$ cat src/rtl/rob_commit_ctrl_pkg.sv
`default_nettype none
// ============================================================================
// Package  : rob_commit_ctrl_pkg
// Brief    : Instruction ids, commit classification and ROB FSM encodings.
// Revision : 1.0
// ============================================================================
package rob_commit_ctrl_pkg;

    localparam int C_INSTR_ID_W  = 6;
    localparam int C_ROB_DEPTH   = 16;
    localparam int C_ROB_AW      = 4;
    localparam int C_DATA_W      = 32;

    typedef logic [C_INSTR_ID_W-1:0] instr_id_t;

    // Ids are grouped so that every commit class is a contiguous range.
    localparam instr_id_t C_NOP   = 6'd0;
    localparam instr_id_t C_LB    = 6'd1;
    localparam instr_id_t C_LH    = 6'd2;
    localparam instr_id_t C_LW    = 6'd3;
    localparam instr_id_t C_LBU   = 6'd4;
    localparam instr_id_t C_LHU   = 6'd5;
    localparam instr_id_t C_SB    = 6'd6;
    localparam instr_id_t C_SH    = 6'd7;
    localparam instr_id_t C_SW    = 6'd8;
    localparam instr_id_t C_LUI   = 6'd9;
    localparam instr_id_t C_AUIPC = 6'd10;
    localparam instr_id_t C_JAL   = 6'd11;
    localparam instr_id_t C_JALR  = 6'd12;
    localparam instr_id_t C_BEQ   = 6'd13;
    localparam instr_id_t C_BNE   = 6'd14;
    localparam instr_id_t C_BLT   = 6'd15;
    localparam instr_id_t C_BGE   = 6'd16;
    localparam instr_id_t C_BLTU  = 6'd17;
    localparam instr_id_t C_BGEU  = 6'd18;
    localparam instr_id_t C_ADDI  = 6'd19;
    localparam instr_id_t C_ADD   = 6'd28;
    localparam instr_id_t C_AND   = 6'd37;

    localparam logic [1:0] C_ST_RUN        = 2'd0;
    localparam logic [1:0] C_ST_STORE_WAIT = 2'd1;
    localparam logic [1:0] C_ST_FLUSH      = 2'd2;

    function automatic logic is_regwrite(input instr_id_t id);
        return ((id >= C_LB)   && (id <= C_LHU))  ||
               ((id >= C_LUI)  && (id <= C_JALR)) ||
               ((id >= C_ADDI) && (id <= C_AND));
    endfunction

    function automatic logic is_branch(input instr_id_t id);
        return (id >= C_JAL) && (id <= C_BGEU);
    endfunction

    function automatic logic is_store(input instr_id_t id);
        return (id >= C_SB) && (id <= C_SW);
    endfunction

endpackage
`default_nettype wire

$ cat src/rtl/rob_entry_store.sv
`default_nettype none
// ============================================================================
// Module   : rob_entry_store
// Brief    : ROB entry array: issue and CDB write ports, head read, flush clear.
// Revision : 1.0
// ============================================================================
module rob_entry_store
    import rob_commit_ctrl_pkg::*;
#(
    parameter int ROB_DEPTH = C_ROB_DEPTH,
    parameter int ROB_AW    = C_ROB_AW,
    parameter int DATA_W    = C_DATA_W
) (
    input  logic              clk,
    input  logic              rst_n,
    input  logic              i_issue_we,
    input  logic [ROB_AW-1:0] i_issue_tag,
    input  instr_id_t         i_issue_id,
    input  logic [4:0]        i_issue_rd,
    input  logic              i_cdb_we,
    input  logic [ROB_AW-1:0] i_cdb_tag,
    input  logic [DATA_W-1:0] i_cdb_value,
    input  logic              i_cdb_jump_en,
    input  logic [DATA_W-1:0] i_cdb_jump_a,
    input  logic              i_retire_we,
    input  logic              i_flush,
    input  logic [ROB_AW-1:0] i_head_tag,
    output logic              o_head_valid,
    output logic              o_head_ready,
    output instr_id_t         o_head_id,
    output logic [4:0]        o_head_rd,
    output logic [DATA_W-1:0] o_head_value,
    output logic              o_head_jump_en,
    output logic [DATA_W-1:0] o_head_jump_a
);

    logic              r_valid   [ROB_DEPTH];
    logic              r_ready   [ROB_DEPTH];
    instr_id_t         r_id      [ROB_DEPTH];
    logic [4:0]        r_rd      [ROB_DEPTH];
    logic [DATA_W-1:0] r_value   [ROB_DEPTH];
    logic              r_jump_en [ROB_DEPTH];
    logic [DATA_W-1:0] r_jump_a  [ROB_DEPTH];

    always_ff @(posedge clk or negedge rst_n) begin
        if (!rst_n) begin
            for (int i = 0; i < ROB_DEPTH; i++) begin
                r_valid[i]   <= 1'b0;
                r_ready[i]   <= 1'b0;
                r_id[i]      <= '0;
                r_rd[i]      <= '0;
                r_value[i]   <= '0;
                r_jump_en[i] <= 1'b0;
                r_jump_a[i]  <= '0;
            end
        end else if (i_flush) begin
            for (int i = 0; i < ROB_DEPTH; i++) begin
                r_valid[i] <= 1'b0;
                r_ready[i] <= 1'b0;
            end
        end else begin
            // Completions to unallocated slots are stale broadcasts.
            if (i_cdb_we && r_valid[i_cdb_tag]) begin
                r_value[i_cdb_tag]   <= i_cdb_value;
                r_jump_en[i_cdb_tag] <= i_cdb_jump_en;
                r_jump_a[i_cdb_tag]  <= i_cdb_jump_a;
                r_ready[i_cdb_tag]   <= 1'b1;
            end
            if (i_retire_we) begin
                r_valid[i_head_tag] <= 1'b0;
                r_ready[i_head_tag] <= 1'b0;
            end
            if (i_issue_we) begin
                r_valid[i_issue_tag]   <= 1'b1;
                r_ready[i_issue_tag]   <= 1'b0;
                r_id[i_issue_tag]      <= i_issue_id;
                r_rd[i_issue_tag]      <= i_issue_rd;
                r_jump_en[i_issue_tag] <= 1'b0;
            end
        end
    end

    assign o_head_valid   = r_valid[i_head_tag];
    assign o_head_ready   = r_ready[i_head_tag];
    assign o_head_id      = r_id[i_head_tag];
    assign o_head_rd      = r_rd[i_head_tag];
    assign o_head_value   = r_value[i_head_tag];
    assign o_head_jump_en = r_jump_en[i_head_tag];
    assign o_head_jump_a  = r_jump_a[i_head_tag];

endmodule
`default_nettype wire

$ cat src/rtl/rob_commit_ctrl.sv
`default_nettype none
// ============================================================================
// Module   : rob_commit_ctrl
// Brief    : In-order ROB allocation, completion tracking and commit sequencing.
// Revision : 1.0
// ============================================================================
module rob_commit_ctrl
    import rob_commit_ctrl_pkg::*;
#(
    parameter int ROB_DEPTH = C_ROB_DEPTH,
    parameter int ROB_AW    = C_ROB_AW,
    parameter int DATA_W    = C_DATA_W
) (
    input  logic              clk_in,
    input  logic              rst_n_in,
    input  logic              rdy_in,
    input  logic              issue_en_in,
    input  instr_id_t         issue_instr_id_in,
    input  logic [4:0]        issue_rd_in,
    output logic [ROB_AW-1:0] issue_tag_out,
    output logic              rob_full_out,
    input  logic              cdb_en_in,
    input  logic [ROB_AW-1:0] cdb_tag_in,
    input  logic [DATA_W-1:0] cdb_value_in,
    input  logic              cdb_jump_en_in,
    input  logic [DATA_W-1:0] cdb_jump_a_in,
    input  logic              lsb_store_done_in,
    output logic [ROB_AW-1:0] commit_tag_out,
    output logic [4:0]        commit_rd_out,
    output logic [DATA_W-1:0] commit_value_out,
    output logic              commit_to_regfile_en_out,
    output logic              commit_to_lsb_en_out,
    output logic              commit_to_pc_en_out,
    output logic [DATA_W-1:0] commit_to_pc_out,
    output logic              clear_branch_out
);

    logic [1:0]        r_state, w_state_next;
    logic [ROB_AW-1:0] r_head, r_tail;
    logic [ROB_AW:0]   r_count;

    logic              w_head_valid, w_head_ready, w_head_jump_en;
    instr_id_t         w_head_id;
    logic [4:0]        w_head_rd;
    logic [DATA_W-1:0] w_head_value, w_head_jump_a;

    logic w_issue, w_cdb_we, w_flush, w_head_live, w_head_store, w_head_redirect;
    logic w_commit_rf, w_commit_lsb, w_commit_pc, w_advance;

    assign rob_full_out  = (r_count == (ROB_AW+1)'(ROB_DEPTH)) || (r_state != C_ST_RUN);
    assign issue_tag_out = r_tail;

    assign w_issue   = rdy_in && issue_en_in && !rob_full_out;
    assign w_cdb_we  = rdy_in && cdb_en_in && (r_state != C_ST_FLUSH);
    assign w_flush   = rdy_in && (r_state == C_ST_FLUSH);

    // Empty is judged by count, so stale slot contents never look committable.
    assign w_head_live     = (r_count != '0) && w_head_valid && w_head_ready;
    assign w_head_store    = is_store(w_head_id);
    assign w_head_redirect = is_branch(w_head_id) && w_head_jump_en;

    rob_entry_store #(
        .ROB_DEPTH (ROB_DEPTH),
        .ROB_AW    (ROB_AW),
        .DATA_W    (DATA_W)
    ) u_entries (
        .clk            (clk_in),
        .rst_n          (rst_n_in),
        .i_issue_we     (w_issue),
        .i_issue_tag    (r_tail),
        .i_issue_id     (issue_instr_id_in),
        .i_issue_rd     (issue_rd_in),
        .i_cdb_we       (w_cdb_we),
        .i_cdb_tag      (cdb_tag_in),
        .i_cdb_value    (cdb_value_in),
        .i_cdb_jump_en  (cdb_jump_en_in),
        .i_cdb_jump_a   (cdb_jump_a_in),
        .i_retire_we    (rdy_in && w_advance),
        .i_flush        (w_flush),
        .i_head_tag     (r_head),
        .o_head_valid   (w_head_valid),
        .o_head_ready   (w_head_ready),
        .o_head_id      (w_head_id),
        .o_head_rd      (w_head_rd),
        .o_head_value   (w_head_value),
        .o_head_jump_en (w_head_jump_en),
        .o_head_jump_a  (w_head_jump_a)
    );

    always_ff @(posedge clk_in or negedge rst_n_in) begin
        if (!rst_n_in) begin
            r_state <= C_ST_RUN;
        end else if (rdy_in) begin
            r_state <= w_state_next;
        end
    end

    always_comb begin
        w_state_next = r_state;
        case (r_state)
            C_ST_RUN: begin
                if (w_head_live && w_head_store) begin
                    w_state_next = C_ST_STORE_WAIT;
                end else if (w_head_live && w_head_redirect) begin
                    w_state_next = C_ST_FLUSH;
                end
            end
            C_ST_STORE_WAIT: begin
                if (lsb_store_done_in) begin
                    w_state_next = C_ST_RUN;
                end
            end
            default: w_state_next = C_ST_RUN;
        endcase
    end

    always_comb begin
        w_commit_rf  = 1'b0;
        w_commit_lsb = 1'b0;
        w_commit_pc  = 1'b0;
        w_advance    = 1'b0;
        case (r_state)
            C_ST_RUN: begin
                if (w_head_live) begin
                    if (w_head_store) begin
                        w_commit_lsb = 1'b1;
                    end else begin
                        w_commit_rf = is_regwrite(w_head_id);
                        w_commit_pc = w_head_redirect;
                        w_advance   = !w_head_redirect;
                    end
                end
            end
            C_ST_STORE_WAIT: w_advance = lsb_store_done_in;
            default: ;
        endcase
    end

    always_ff @(posedge clk_in or negedge rst_n_in) begin
        if (!rst_n_in) begin
            r_head                   <= '0;
            r_tail                   <= '0;
            r_count                  <= '0;
            commit_tag_out           <= '0;
            commit_rd_out            <= '0;
            commit_value_out         <= '0;
            commit_to_regfile_en_out <= 1'b0;
            commit_to_lsb_en_out     <= 1'b0;
            commit_to_pc_en_out      <= 1'b0;
            commit_to_pc_out         <= '0;
            clear_branch_out         <= 1'b0;
        end else if (!rdy_in) begin
            commit_to_regfile_en_out <= 1'b0;
            commit_to_lsb_en_out     <= 1'b0;
            commit_to_pc_en_out      <= 1'b0;
            clear_branch_out         <= 1'b0;
        end else begin
            commit_to_regfile_en_out <= w_commit_rf;
            commit_to_lsb_en_out     <= w_commit_lsb;
            commit_to_pc_en_out      <= w_commit_pc;
            clear_branch_out         <= w_commit_pc;
            if (w_commit_rf || w_commit_lsb || w_commit_pc) begin
                commit_tag_out   <= r_head;
                commit_rd_out    <= w_head_rd;
                commit_value_out <= w_head_value;
            end
            if (w_commit_pc) begin
                commit_to_pc_out <= w_head_jump_a;
            end
            if (w_flush) begin
                r_head  <= '0;
                r_tail  <= '0;
                r_count <= '0;
            end else begin
                if (w_issue) begin
                    r_tail <= r_tail + ROB_AW'(1);
                end
                if (w_advance) begin
                    r_head <= r_head + ROB_AW'(1);
                end
                if (w_issue && !w_advance) begin
                    r_count <= r_count + (ROB_AW+1)'(1);
                end else if (!w_issue && w_advance) begin
                    r_count <= r_count - (ROB_AW+1)'(1);
                end
            end
        end
    end

endmodule
`default_nettype wire
$ cat config.mk
export PLATFORM = sky130hd
export DESIGN_NAME = rob_commit_ctrl
export DESIGN_NICKNAME = d
export VERILOG_FILES = /design/src/rtl/rob_commit_ctrl_pkg.sv /design/src/rtl/rob_entry_store.sv /design/src/rtl/rob_commit_ctrl.sv
export SDC_FILE = /design/constraint.sdc
export NUM_CORES = 2
export LEC_CHECK = 0
export BUFFER_PORTS_ARGS = -buffer_cell sky130_fd_sc_hd__buf_2
export CAP_MARGIN = 20
export CORE_ASPECT_RATIO = 0.7
export CORE_MARGIN = 2
export CORE_UTILIZATION = 60
export CTS_BUF_LIST = sky130_fd_sc_hd__clkbuf_8
export DETAILED_ROUTE_END_ITERATION = 8
export GPL_ROUTABILITY_DRIVEN = 0
export PLACE_DENSITY = 0.77
export SETUP_SLACK_MARGIN = 0.2
export SLEW_MARGIN = 25
export SYNTH_ARGS = -nofsm -noshare
export SYNTH_HDL_FRONTEND = slang
export SYNTH_SLANG_ARGS = --single-unit
$ cat constraint.sdc
create_clock -name clk_in -period 4.61 [get_ports clk_in]
set_clock_uncertainty 0.05 [all_clocks]
set_input_delay 0.461 -clock clk_in [delete_from_list [all_inputs] [get_ports clk_in]]
set_output_delay 0.461 -clock clk_in [all_outputs]
set_load 0.01 [all_outputs]
# --- Word-level counts from Yosys, hierarchy flattened ---
# Index checks and enable logic that the tools add are counted.
# W data, S select, Z words.
word_totals:
  wordCells: 286
  reg_bits: 1339
  mem_bits_rw: 0
  latch_bits: 0
  mem_count: 0
  in_bits: 86
  out_inout_bits: 82
  mem_bits_ro: 0
op_classes:
  reduce_logical: 45
  n_mux: 80
  multipliers: 0
  div_mod_pow: 0
  n_addsub: 4
  bitwise_logic: 12
  n_eq_ne: 6
  shifts: 0
  n_lt_le_gt_ge: 16
ops:
  columns: ["operator", "count"]
  rows:
  - ["$bwmux W512", 2]
  - ["$bmux W32 S4", 2]
  - ["$mux W16", 13]
  - ["$mux W32", 5]
  - ["$demux W32 S4", 1]
  - ["$bwmux W96", 1]
  - ["$bwmux W80", 1]
  - ["$and A16 B16 Y16", 4]
  - ["$not A16 Y16", 2]
  - ["$or A16 B16 Y16", 2]
  - ["$mux W5", 6]
  - ["$mux W1", 25]
  - ["$bmux W6 S4", 1]
  - ["$demux W6 S4", 1]
  - ["$logic_and A1 B1 Y1", 22]
  - ["$bmux W5 S4", 1]
  - ["$demux W5 S4", 1]
  - ["$mux W6", 3]
  - ["$bmux W1 S4", 4]
  - ["$bwmux W16", 1]
  - ["$mux W4", 4]
  - ["$ge A5 B5 Y1 const B", 3]
  - ["$lt A5 B1 Y1 const B", 3]
  - ["$not A4 Y5", 3]
  - ["other kinds (29)", 52]

# --- Longest topological paths before layout ---
depth:
  depth_word: 17
  ltp_mapped: 20

# --- Hierarchy ---
# A second synthesis with hierarchy kept.
unflattened:
  cells_unflattened: 3827
  hier_area_um2: 62162.1
by_module_without_submodules:
  columns: ["module", "seq_area_each_um2", "instances", "cells_per_inst", "area_each_um2"]
  rows:
  - ["rob_entry_store", 31230.0, 1, 3560, 58300.9]
  - ["rob_commit_ctrl", 2277.2, 1, 267, 3861.2]

# --- Worst setup path after synthesis ---
# Ideal clock, no wire load.
synth_path:
  path_kind: "reg-to-reg"
  start: "register r_head[0]"
  end: "register r_count[4]"
  t_required_ns: 4.434
  path_slack_ns: 0.733
  setup_ns: 0.126
  period_less_slack_ns: 3.877
  path_stages_with_launch: 21
  t_arrival_ns: 3.701
  path_cell_list: "dfrtp_1 buf_6 buf_2 mux4_2 a22oi_1 nand2_1 nor4_2 o21bai_2 nand2_1 nor2_1 o21ai_0 ha_1 inv_1 fa_1 a21o_1 a21oi_1 xnor2_1 o21ai_0 nand2_1 nand2_1 o41ai_1"
synth_between:
  elab_chain_cells: 15
  word_cells_on_any_way: 33
synth_lines:
  columns: ["item", "line_no", "source"]
  rows:
  - ["start, declared", "rob_commit_ctrl.sv:39", "logic [ROB_AW-1:0] r_head, r_tail;"]
  - ["start signal, assigned", "rob_commit_ctrl.sv:179", "r_head <= r_head + ROB_AW'(1);"]
  - ["$not A4 Y5 (not written as such) (*)", null, null]
  - ["$bmux W6 S4", "rob_entry_store.sv:85", "assign o_head_id = r_id[i_head_tag];"]
  - ["$mux W6 (not written as such) (2 in a row)", "rob_entry_store.sv:85", null]
  - ["$ge A6 B4 Y1 / $le A6 B5 Y1 (equally long branches)", "rob_commit_ctrl_pkg.sv:51", "return (id >= C_JAL) && (id <= C_BGEU);"]
  - ["$logic_and A1 B1 Y1", "rob_commit_ctrl_pkg.sv:51", null]
  - ["$logic_and A1 B1 Y1", "rob_commit_ctrl.sv:60", "assign w_head_redirect = is_branch(w_head_id) && w_head_jump_en;"]
  - ["$logic_not A1 Y1", "rob_commit_ctrl.sv:130", "w_advance = !w_head_redirect;"]
  - ["$mux W1", "rob_commit_ctrl.sv:125", "if (w_head_store) begin"]
  - ["$mux W1 (*)", "rob_commit_ctrl.sv:124", "if (w_head_live) begin"]
  - ["$pmux W1 S2 (*)", "rob_commit_ctrl.sv:122", "case (r_state)"]
  - ["$logic_not A1 Y1", "rob_commit_ctrl.sv:181", "if (w_issue && !w_advance) begin"]
  - ["$logic_and A1 B1 Y1", "rob_commit_ctrl.sv:181", null]
  - ["$reduce_bool A3 Y1 (no line) / $mux W5 (equally long branches)", null, null]
  - ["$reduce_and A2 Y1 (no line) / $mux W5 (equally long branches)", null, null]
  - ["end signal, assigned", "rob_commit_ctrl.sv:182", "r_count <= r_count + (ROB_AW+1)'(1);"]
  - ["end signal, assigned", "rob_commit_ctrl.sv:184", "r_count <= r_count - (ROB_AW+1)'(1);"]
  - ["end, declared", "rob_commit_ctrl.sv:40", "logic [ROB_AW:0] r_count;"]
# Every way passes the cells marked *; elsewhere a longest branch is shown, timed or not. The select of a mux whose other input is x is not followed.
# A chain may end at the register's enable or synchronous reset.

# --- Final worst setup path ---
# Ends and elaborated chain as after synthesis.

==> metrics <==
status finished clean; worst-skew pair later-pin latency 0.89 ns; Worst VDD drop 0.429 mV; Most used DFF post-synth dfrtp_1; Worst EP required 5.32 ns; Die Footprint 103,000 um2; register area 33,500 um2; setup_tns 0 ns; critical path arrival 4.91 ns; Initial Util 60.4%; Yosys cell types 61; grt total ovfl 0; post-synth top area share 55.4%; Cell Count, Final, Fillers Out 6,305; CTS clk-pin slew, worst paths 0.07 ns; Setup violations, final 0; Core Region 100,000 um2; EDFF count, synth 0; max_slew headroom 28.7%; syn_nets 4,730; Reg2Reg Setup Slack 0.41 ns; CTS tree built; Num CTS Buffers 193; # fillers 6,999; Power Dens Cells 500 nW/um2; initial antenna violation count 3; crit share post-route 91.2%; Area Growth Syn to Fin 11.6%; nets 4,908; Slew Limit Fails 0; Die Ht 270 um; die width 383 um; Worst R2R Path Depth 19; post-synth top area cell dfrtp_1; hold path depth 3; pin count of the biggest net entering global routing 137; kind of critical path flip-flop to flip-flop; first-iteration detailed-routing DRC count 4,103; max cap viols 0; WHS 0.0713 ns; RSZ-0062 raised after global routing false; Critical R2R Capture r_count[4]; r2r startpoint r_head[0]; placed instance count 5,867; DRT Wirelength 156,000 um; Vias 39.0k; post-DP HPWL 86,100 um; H-tree levels 4; Final min period 4.20 ns; DRT antenna net count 0; Hold Path Class input port to flip-flop; syn avg cell area 13.1 um2; most used cell, CP nand2_1; CTS max path bufs 3; dpl ws 0.341 ns; slowest stage delay, CP 0.50 ns; layout cells sized above 1 36.3%; Final WS setup 0.406 ns; endpoints failing hold 0; Post-Syn Area 60,400 um2; drt first pass iters 6; Top Ports 168; Critical Path Source r_head[0]; main area contributors after synthesis dfrtp_1, mux4_2, mux2_2; fmax 238 MHz; vias in the first global route 40.4k; global-route wire length before repair 244,000 um; WHS Endpoint u_entries.r_ready[1]; Slowest cell on crit path mux4_2; worst slew pin tran 1.07 ns; #FFs+latches synth 1,339; Worst setup EP type flip-flop; clock root cell clkbuf_8; hold path start cdb_tag_in[2]; ys async rst share 100%; IO Port Bufs 167; CP Max Fanout 8; Avg WL per Cell 24.8 um; Static Leakage 33.7 nW; CP cell instances buf_12 > mux4_2 > a22o_1 > a221oi_4 > nand3b_1 > a2bb2oi_2 > nand2_2 > nor2_1 > o21ai_1 > ha_2 > inv_1 > fa_1 > a21o_1 > a21oi_1 > xnor2_1 > o21ai_0 > nand2_1 > nand2_1 > o41ai_1; CP Launch Type flip-flop; Synth Warn # 0; clock sink total 1,339; Via-to-Cell Ratio 6.19; Total Routing Usage GR 30.9%; post-synthesis sequential area ratio 55.4%; row cnt 97; Mapped Cells 4,630; Pwr Total 0.0337 W; area taken by multi-input logic gates 25,400 um2; Residual DRC 0
## state kept, by name, indices dropped and copies added, names as in the netlist, 5 cells and up
signal               cells
u_entries.r_jump_a     512
u_entries.r_value      512
u_entries.r_id          96
u_entries.r_rd          80
commit_to_pc_out        32
commit_value_out        32
u_entries.r_jump_en     16
u_entries.r_ready       16
u_entries.r_valid       16
commit_rd_out            5
r_count                  5
## layout make-up
type	instances	area share (%)
Antenna cell	6	0.0223
Clock buffer	254	5.18
Tap cell	1336	2.48
Inverter	15	0.102
Timing Repair Buffer	352	4.17
Clock inverter	96	0.690
Sequential cell	1339	49.7
Multi-Input combinational cell	2907	37.7
## how the worst max path moves through the flow
stage,endpoint,slack [ns]
global route,r_count[4],0.23
finish,r_count[4],0.41
floorplan,r_count[4],0.73
global placement,r_count[4],0.34
detailed placement,r_count[4],0.34
CTS,r_count[4],0.33
## stage by stage
stage,utilization [%],instance area [um2]
6_report,67.5,67500
5_1_grt,67.5,67500
4_1_cts,67.4,67400
3_5_place_dp,62.7,62700
3_3_place_gp,62.7,62700
2_1_floorplan,-,60400
## where the power goes
group          internal [W]  leakage [nW]  switching (W)
Combinational       0.00452          13.3        0.00388
Sequential           0.0143          18.1        0.00144
Clock               0.00497          2.30        0.00464
## synthesized netlist by cell type (all sizes together), types with 4 or more instances
| cell | n |
|---|---|
| buf | 138 |
| dfrtp | 1339 |
| a31oi | 6 |
| mux2 | 813 |
| xor2 | 4 |
| o21ai | 23 |
| clkbuf | 231 |
| a22o | 5 |
| inv | 15 |
| ha | 13 |
| and2 | 6 |
| o211ai | 9 |
| nor2b | 11 |
| nor4 | 7 |
| nor2 | 52 |
| a22oi | 9 |
| mux4 | 384 |
| nand2 | 1451 |
| nor3 | 6 |
| mux2i | 9 |
| a21oi | 19 |
| a2111oi | 4 |
| and3 | 20 |
| nand3 | 21 |
## cell families after synthesis
logic type      count (synthesis)  share of synthesized area (%)
mux                          1206                           30.0
fa+ha+maj                      14                          0.302
xor+xnor                        5                         0.0724
simple gates                 1589                           10.3
compound gates                 93                           1.12
flops                        1339                           55.4
buf+inv                       384                           2.78
## timing repair
item,CTS,global route
setup endpoints to repair,0,1
endpoints found under the hold margin,1290,0
hold buffers,78,0
resized for setup,0,4
setup buffers,0,4
## worst max-delay path, delay by kind of cell, from the launching register on
| family | cells | cell delay (ns) |
|---|---|---|
| AND/OR/NAND/NOR | 5 | 0.52 |
| AO/OA/AOI/OAI | 8 | 1.51 |
| adder cells (fa/ha/maj) | 2 | 0.64 |
| buffers and inverters | 2 | 0.27 |
| flip-flops | 1 | 0.49 |
| multiplexers | 1 | 0.50 |
| XOR/XNOR | 1 | 0.10 |
## per-layer routing
| metal | global-route usage [%] | vias to the layer above | part of all wire (%) |
|---|---|---|---|
| met1 | 45.0 | 20600 | 42 |
| met2 | 47.4 | 1779 | 47 |
| met3 | 6.52 | 280 | 9.0 |
| met5 | 0 | - | 0 |
| met4 | 9.57 | 0 | 2.5 |
| li1 | - | 16400 | - |
## cell usage in the layout (no fill, tap or decap), types with 7 or more instances in the layout
cell and n:
nand2_1 1441, dfrtp_1 1336, mux2_2 740, mux4_2 384, clkbuf_8 254, buf_2 166, inv_1 79, dlygate4sd3_1 78
buf_4 74, mux2_4 68, nor2_1 44, buf_12 30, a21oi_1 19, nand3_1 18, and3_1 17, clkinv_2 17
ha_1 12, nor2b_1 11, o21ai_1 11, o21ai_0 11, o211ai_1 9, mux2i_1 9, nor2_4 8, a22oi_1 7
Power figures use the tool's default switching activity.
